==> src/rtl/serial_sub_pkg.sv <==
// Shared definitions for the bit-serial subtractor.
//   state_t    : FSM state encoding (IDLE / RUN / DONE)
//   DEF_WIDTH  : default operand width
package serial_sub_pkg;

  typedef enum logic [1:0] {
    IDLE = 2'd0,
    RUN  = 2'd1,
    DONE = 2'd2
  } state_t;

  localparam int unsigned DEF_WIDTH = 4;

endpackage

==> src/rtl/full_subtractor.sv <==
// One-bit full subtractor cell.
//   A, B  : minuend / subtrahend bits
//   Bin   : borrow in
//   D     : difference bit  (A ^ B ^ Bin)
//   Bout  : borrow out
module full_subtractor (
  input  logic A,
  input  logic B,
  input  logic Bin,
  output logic D,
  output logic Bout
);

  assign D    = A ^ B ^ Bin;
  assign Bout = (~A & B) | (~(A ^ B) & Bin);

endmodule

==> src/rtl/serial_subtractor_4bit.sv <==
// Bit-serial unsigned subtractor: D = {borrow, A - B}, one bit per clock, LSB first.
//   clk    : clock, rising edge
//   rst_n  : asynchronous active-low reset
//   start  : request; A/B captured when sampled high in IDLE or DONE
//   A, B   : WIDTH-bit operands
//   busy   : high while the FSM is in RUN
//   done   : high for the single DONE cycle
//   D      : WIDTH+1 result {final borrow, difference}, held until the next DONE
//   ovf    : signed overflow of A-B (present only when SERIAL_SUB_OVF_EN is defined)
// Optional feature macro: SERIAL_SUB_OVF_EN
module serial_subtractor_4bit #(
  parameter int unsigned WIDTH = serial_sub_pkg::DEF_WIDTH
) (
  input  logic             clk,
  input  logic             rst_n,
  input  logic             start,
  input  logic [WIDTH-1:0] A,
  input  logic [WIDTH-1:0] B,
  output logic             busy,
  output logic             done,
`ifdef SERIAL_SUB_OVF_EN
  output logic             ovf,
`endif
  output logic [WIDTH:0]   D
);

  import serial_sub_pkg::*;

  localparam int unsigned CW = (WIDTH > 1) ? $clog2(WIDTH) : 1;

  state_t           state_q, state_d;
  logic [WIDTH-1:0] a_q, b_q, res_q, res_next;
  logic [CW-1:0]    cnt_q;
  logic             brw_q;
  logic             fs_d, fs_bout;
  logic             last_bit;
  logic             capture;

  full_subtractor u_fs (
    .A    (a_q[0]),
    .B    (b_q[0]),
    .Bin  (brw_q),
    .D    (fs_d),
    .Bout (fs_bout)
  );

  assign last_bit = (cnt_q == CW'(WIDTH - 1));
  // start is honoured only outside RUN, so mid-operation pulses are ignored
  assign capture  = start && (state_q != RUN);
  // new difference bit enters at the MSB; after WIDTH shifts the word is aligned
  assign res_next = WIDTH'({fs_d, res_q} >> 1);

  // State register
  always_ff @(posedge clk or negedge rst_n) begin
    if (!rst_n) state_q <= IDLE;
    else        state_q <= state_d;
  end

  // Next-state logic
  always_comb begin
    state_d = state_q;
    unique case (state_q)
      IDLE:    if (start) state_d = RUN;
      RUN:     if (last_bit) state_d = DONE;
      DONE:    state_d = start ? RUN : IDLE;
      default: state_d = IDLE;
    endcase
  end

  // Output logic
  always_comb begin
    busy = (state_q == RUN);
    done = (state_q == DONE);
  end

  // Datapath: operand shifters, borrow flop, bit counter, result register
  always_ff @(posedge clk or negedge rst_n) begin
    if (!rst_n) begin
      a_q   <= '0;
      b_q   <= '0;
      res_q <= '0;
      brw_q <= 1'b0;
      cnt_q <= '0;
      D     <= '0;
`ifdef SERIAL_SUB_OVF_EN
      ovf   <= 1'b0;
`endif
    end else if (capture) begin
      a_q   <= A;
      b_q   <= B;
      brw_q <= 1'b0;
      cnt_q <= '0;
    end else if (state_q == RUN) begin
      a_q   <= a_q >> 1;
      b_q   <= b_q >> 1;
      res_q <= res_next;
      brw_q <= fs_bout;
      cnt_q <= cnt_q + CW'(1);
      if (last_bit) begin
        D   <= {fs_bout, res_next};
`ifdef SERIAL_SUB_OVF_EN
        // on the last bit a_q[0]/b_q[0] are the operand MSBs and fs_d is the result MSB
        ovf <= (a_q[0] != b_q[0]) && (fs_d != a_q[0]);
`endif
      end
    end
  end

endmodule

==> config.mk <==
export PLATFORM = sky130hd
export DESIGN_NAME = serial_subtractor_4bit
export DESIGN_NICKNAME = d
export VERILOG_FILES = /design/src/rtl/serial_sub_pkg.sv /design/src/rtl/full_subtractor.sv /design/src/rtl/serial_subtractor_4bit.sv
export SDC_FILE = /design/constraint.sdc
export NUM_CORES = 1
export LEC_CHECK = 0
export ABC_AREA = 0
export CAP_MARGIN = 0
export CORE_MARGIN = 4
export CORE_UTILIZATION = 50
export DETAILED_ROUTE_END_ITERATION = 10
export HOLD_SLACK_MARGIN = 0.1
export PLACE_DENSITY_LB_ADDON = 0.25
export SLEW_MARGIN = 40
export SYNTH_ARGS = -nofsm -noshare
export SYNTH_HDL_FRONTEND = slang
export SYNTH_SLANG_ARGS = --single-unit
==> constraint.sdc <==
create_clock -name clk -period 2.4 [get_ports clk]
set_clock_uncertainty 0.2 [all_clocks]
set_input_delay 0.36 -clock clk [delete_from_list [all_inputs] [get_ports clk]]
set_output_delay 0.36 -clock clk [all_outputs]
set_load 0.02 [all_outputs]
# Word-level counts from Yosys, hierarchy flattened
# Index checks and enable logic that the tools add are counted.
# Widths: inputs -> output; s select.
# word_totals
inputBits	11
mem_count	0
rom_bits	0
ff_bits	22
word_cells	40
latchBits	0
out_inout_bits	7
mem_bits_rw	0
# classes
n_div	0
addsub	1
n_mux	12
n_shift	0
n_bitwise	8
eq_ne	6
mul	0
order_cmp	0
reduce_logical	6
# ops
operator	count
$mux 4	4
$mux 2	4
$pmux 2 s3	1
$eq 2x2->1 const B	2
$ne 2x1->1 const B	2
$reduce_and 2->1	2
$mux 1	3
$not 1->1	3
$reduce_and 3->1	1
$add 2x1->2 const B	1
$and 1x1->1	2
$eq 2x1->1 const B	1
$logic_not 2->1	1
$ne 2x2->1 const B	1
$reduce_bool 2->1	1
$xor 1x1->1	2
$logic_and 1x1->1	1
$or 1x1->1	1

# Longest topological paths before layout
# logic_depth
depth_word	6
ltp_mapped	3
mapped_depth_nobuf	3

# Cells and area by module
# From an unflattened synthesis, not the netlist that was laid out.
# unflattened
hier_cells	65
hier_area_um2	962.2
# modules_own_cells
mod	seq_area_each_um2	area_each_um2	cells_each	instances
serial_subtractor_4bit	525.5	930.9	61	1
full_subtractor	0.0	31.3	4	1

# Worst setup path before layout
# Ideal clock, no wire load.
# synth_timing
path_kind	register -> register
startpoint	register cnt_q[0]
endpoint	register D[0]
setup_slack_ns	0.944
arrival_ns	1.132
synth_period_minus_slack_ns	1.456
setup_time_ns	0.125
t_required_ns	2.075
stages_incl_launch_ff	4
path_buffers	0
cell_sequence	dfrtp_1 ha_1 nand3b_1 mux2_2
# synth_between
elab_chain_cells	2
# synth_lines
element	line	source
start: declaration	serial_subtractor_4bit.sv:33	logic [CW-1:0] cnt_q;
start signal: assignment	serial_subtractor_4bit.sv:98	cnt_q <= cnt_q + CW'(1);
$eq 2x2->1	serial_subtractor_4bit.sv:47	assign last_bit = (cnt_q == CW'(WIDTH - 1));
$reduce_and 3->1 (no source line)	n/a	
end signal: assignment	serial_subtractor_4bit.sv:100	D <= {fs_bout, res_next};
end: declaration	serial_subtractor_4bit.sv:24	output logic [WIDTH:0] D
# Every way passes these cells.
# A chain may end at the register's enable or synchronous reset.

# Final worst setup path
# layout_timing
startpoint	register state_q[1]
endpoint	output busy
# layout_between
elab_chain_cells	1
# layout_lines
element	line	source
start: declaration	serial_subtractor_4bit.sv:31	state_t state_q, state_d;
start signal: assignment	serial_subtractor_4bit.sv:56	else state_q <= state_d;
$eq 2x1->1	serial_subtractor_4bit.sv:72	busy = (state_q == RUN);
end: declaration	serial_subtractor_4bit.sv:19	output logic busy,
# Every way passes these cells.

==> metrics.txt <==
Initial Util 0.546; simple-gate area share of the yosys netlist 0.0488; critical path type register to output port; I/O pin total 18; gr usage total 0.136; number of buffers added on ports 17; GP Congestion 0.669; initial antenna violation count 0; RSZ-0062 raised after global routing false; commonest non-fill, non-tap cell in the layout dfrtp_1; total core area 1780 um^2; post-synthesis instance area 973 um^2; # fillers 141; Yosys warning count 0; Clk Latency, worst-skew pair 0.29 ns; Worst Setup Start Kind register; dpl cells 108; Worst Hold Class input pin to async pin; Post-Synth XOR/XNOR Area 0; maximum clock rate 466 MHz; chip width 52.1 um; Max transition margin 0.795; TritonCTS buffer count 3; commonest cells after routing, fill and taps aside 21 x dfrtp_1, 17 x clkdlybuf4s50_1, 11 x mux2_4, 9 x mux2_2; final wirelength 1570 um; clock slew at reported path FFs 0.11 ns; root buffer cell clkbuf_4; CTS Buffer Depth 2; Cells after Synth 65; Via density 4.88; Fin. Hold Viols 0; Diodes inserted 0; Comb pwr share 0.484; Overflow after GRT 0; critical path capture point type output port; share of post-route cells with drive strength above 1 0.310; first-pass GRT wire length 2670 um; CTS H-Tree Depth 1; post-synthesis adder-cell area fraction 0.0334; switching share of total power 0.327; Max Slew Vio Count 0; DP Worst Slack 0.461 ns; Hold-fix buffers, CTS 0; Critical Path RT 1.84 ns; largest net degree at the start of global routing 22; DR iter-0 viols 2; status finished, final reports clean; Flop pwr share 0.408; PostCTS Resize Cnt 0; CP Max Fanout 4; flop-to-flop setup slack 0.83 ns; Syn Nets 78; Finished Layout Cells 112; Final ANT Viol Nets 0; Net count, final 101; DRC 0; Compound-Gate Fraction of Synth Area 0.00643; Final Cycle Share 0.894; DIE AREA 2720 um^2; P_int 1.01 mW; Clock Power Share 0.108; vias in the first global route 579; hpwl dp 1160 um; Die Height 52.1 um; R2R cell count 3; setup_tns 0 ns; DR WL/cell 14.0 um; Worst VDD drop 0.765 mV; Seq/Total Area, Yosys 0.540; flip-flop and latch count after synthesis 21; Max Cap Viol 0; worst-margin pin slew 0.307 ns; Clock Sinks 21; fin crit period 2.15 ns; CTS tree built; number of detailed-route iterations in the first pass 4; Avg Cell Area, Syn 15.0 um^2; Psw 0.493 mW; Std-Cell Rows 15; largest family of logic cells by synthesized area multiplexers; post-CTS setup buffer count 0; post-synthesis mux area share 0.325; synth unique cells 15; fin util 0.674; Cell Pwr Density 1250 nW/um^2; final setup vio count 0; Vias 547; setup ws final 0.254 ns; static leakage 0.578 nW; area grow syn2layout 23.4%; CP arrival 1.59 ns
-- cells by family after synthesis --
kind of cell    Yosys count
compound gates            1
flops                    21
mux                      25
buf+inv                   8
simple gates              8
fa+ha+maj                 2
-- synthesized netlist by cell type --
cell type	count	area (um^2)
buf_6	2	22.5
mux2_2	9	101
and2b_1	1	7.51
o22ai_1	1	6.26
nor2_1	2	7.51
mux2i_1	5	50.1
inv_1	5	18.8
nand3b_1	1	7.51
inv_2	1	3.75
ha_1	1	12.5
nand2b_1	3	18.8
dfrtp_1	21	526
mux2_4	11	165
fa_1	1	20.0
nor2b_1	1	6.26
-- flip-flops by register name, indices dropped and copies added (netlist names) --
signal	flops
a_q	4
state_q	2
b_q	4
res_q	3
brw_q	1
D	5
cnt_q	2
-- final cells by class --
type / instances / area, um^2 / share of cell area
Clock buffer: 4 / 26.3 / 0.0219
Inverter: 6 / 22.5 / 0.0188
Multi-Input combinational cell: 36 / 403 / 0.335
Sequential cell: 21 / 526 / 0.438
Tap cell: 25 / 31.3 / 0.0260
Timing Repair Buffer: 20 / 193 / 0.160
-- metal layers --
layer  up-vias  GRT usage  wire [um]
met1       268      0.182        741
met3         2     0.0344         69
met2        13      0.215        745
li1        264          -          -
met5         -          0          0
met4         0     0.0393         17
-- stage by stage --
step,cell area [um^2],hold WS (ns),power [mW]
3_3_place_gp,1170,0.272,1.33
5_1_grt,1200,0.206,1.62
6_report,1200,0.200,1.50
2_1_floorplan,973,-0.136,1.13
4_1_cts,1200,0.204,1.53
3_5_place_dp,1170,0.292,1.36
-- worst max-delay path, cell delays in order (launching register included) --
cell and delay (ns):
dfrtp_1 0.39, nand2b_1 0.18, inv_2 0.11, clkdlybuf4s50_1 0.61
-- path summary, 6_finish.rpt --
kind / from / end
min in group clk: cnt_q[0] / cnt_q[0]
max: state_q[1] / busy
min: rst_n / D[0]
max reg2reg: cnt_q[0] / D[3]
max in group asynchronous: rst_n / b_q[3]
min reg2reg: cnt_q[0] / cnt_q[0]
-- power groups by stage --
stage	Clock (mW)	Combinational, mW	Sequential [mW]
floorplan	0	0.481	0.652
global placement	0	0.714	0.617
detailed placement	0	0.738	0.623
CTS	0.171	0.743	0.616
global route	0.183	0.796	0.639
finish	0.163	0.728	0.613
(Power assumes the default switching activity.)
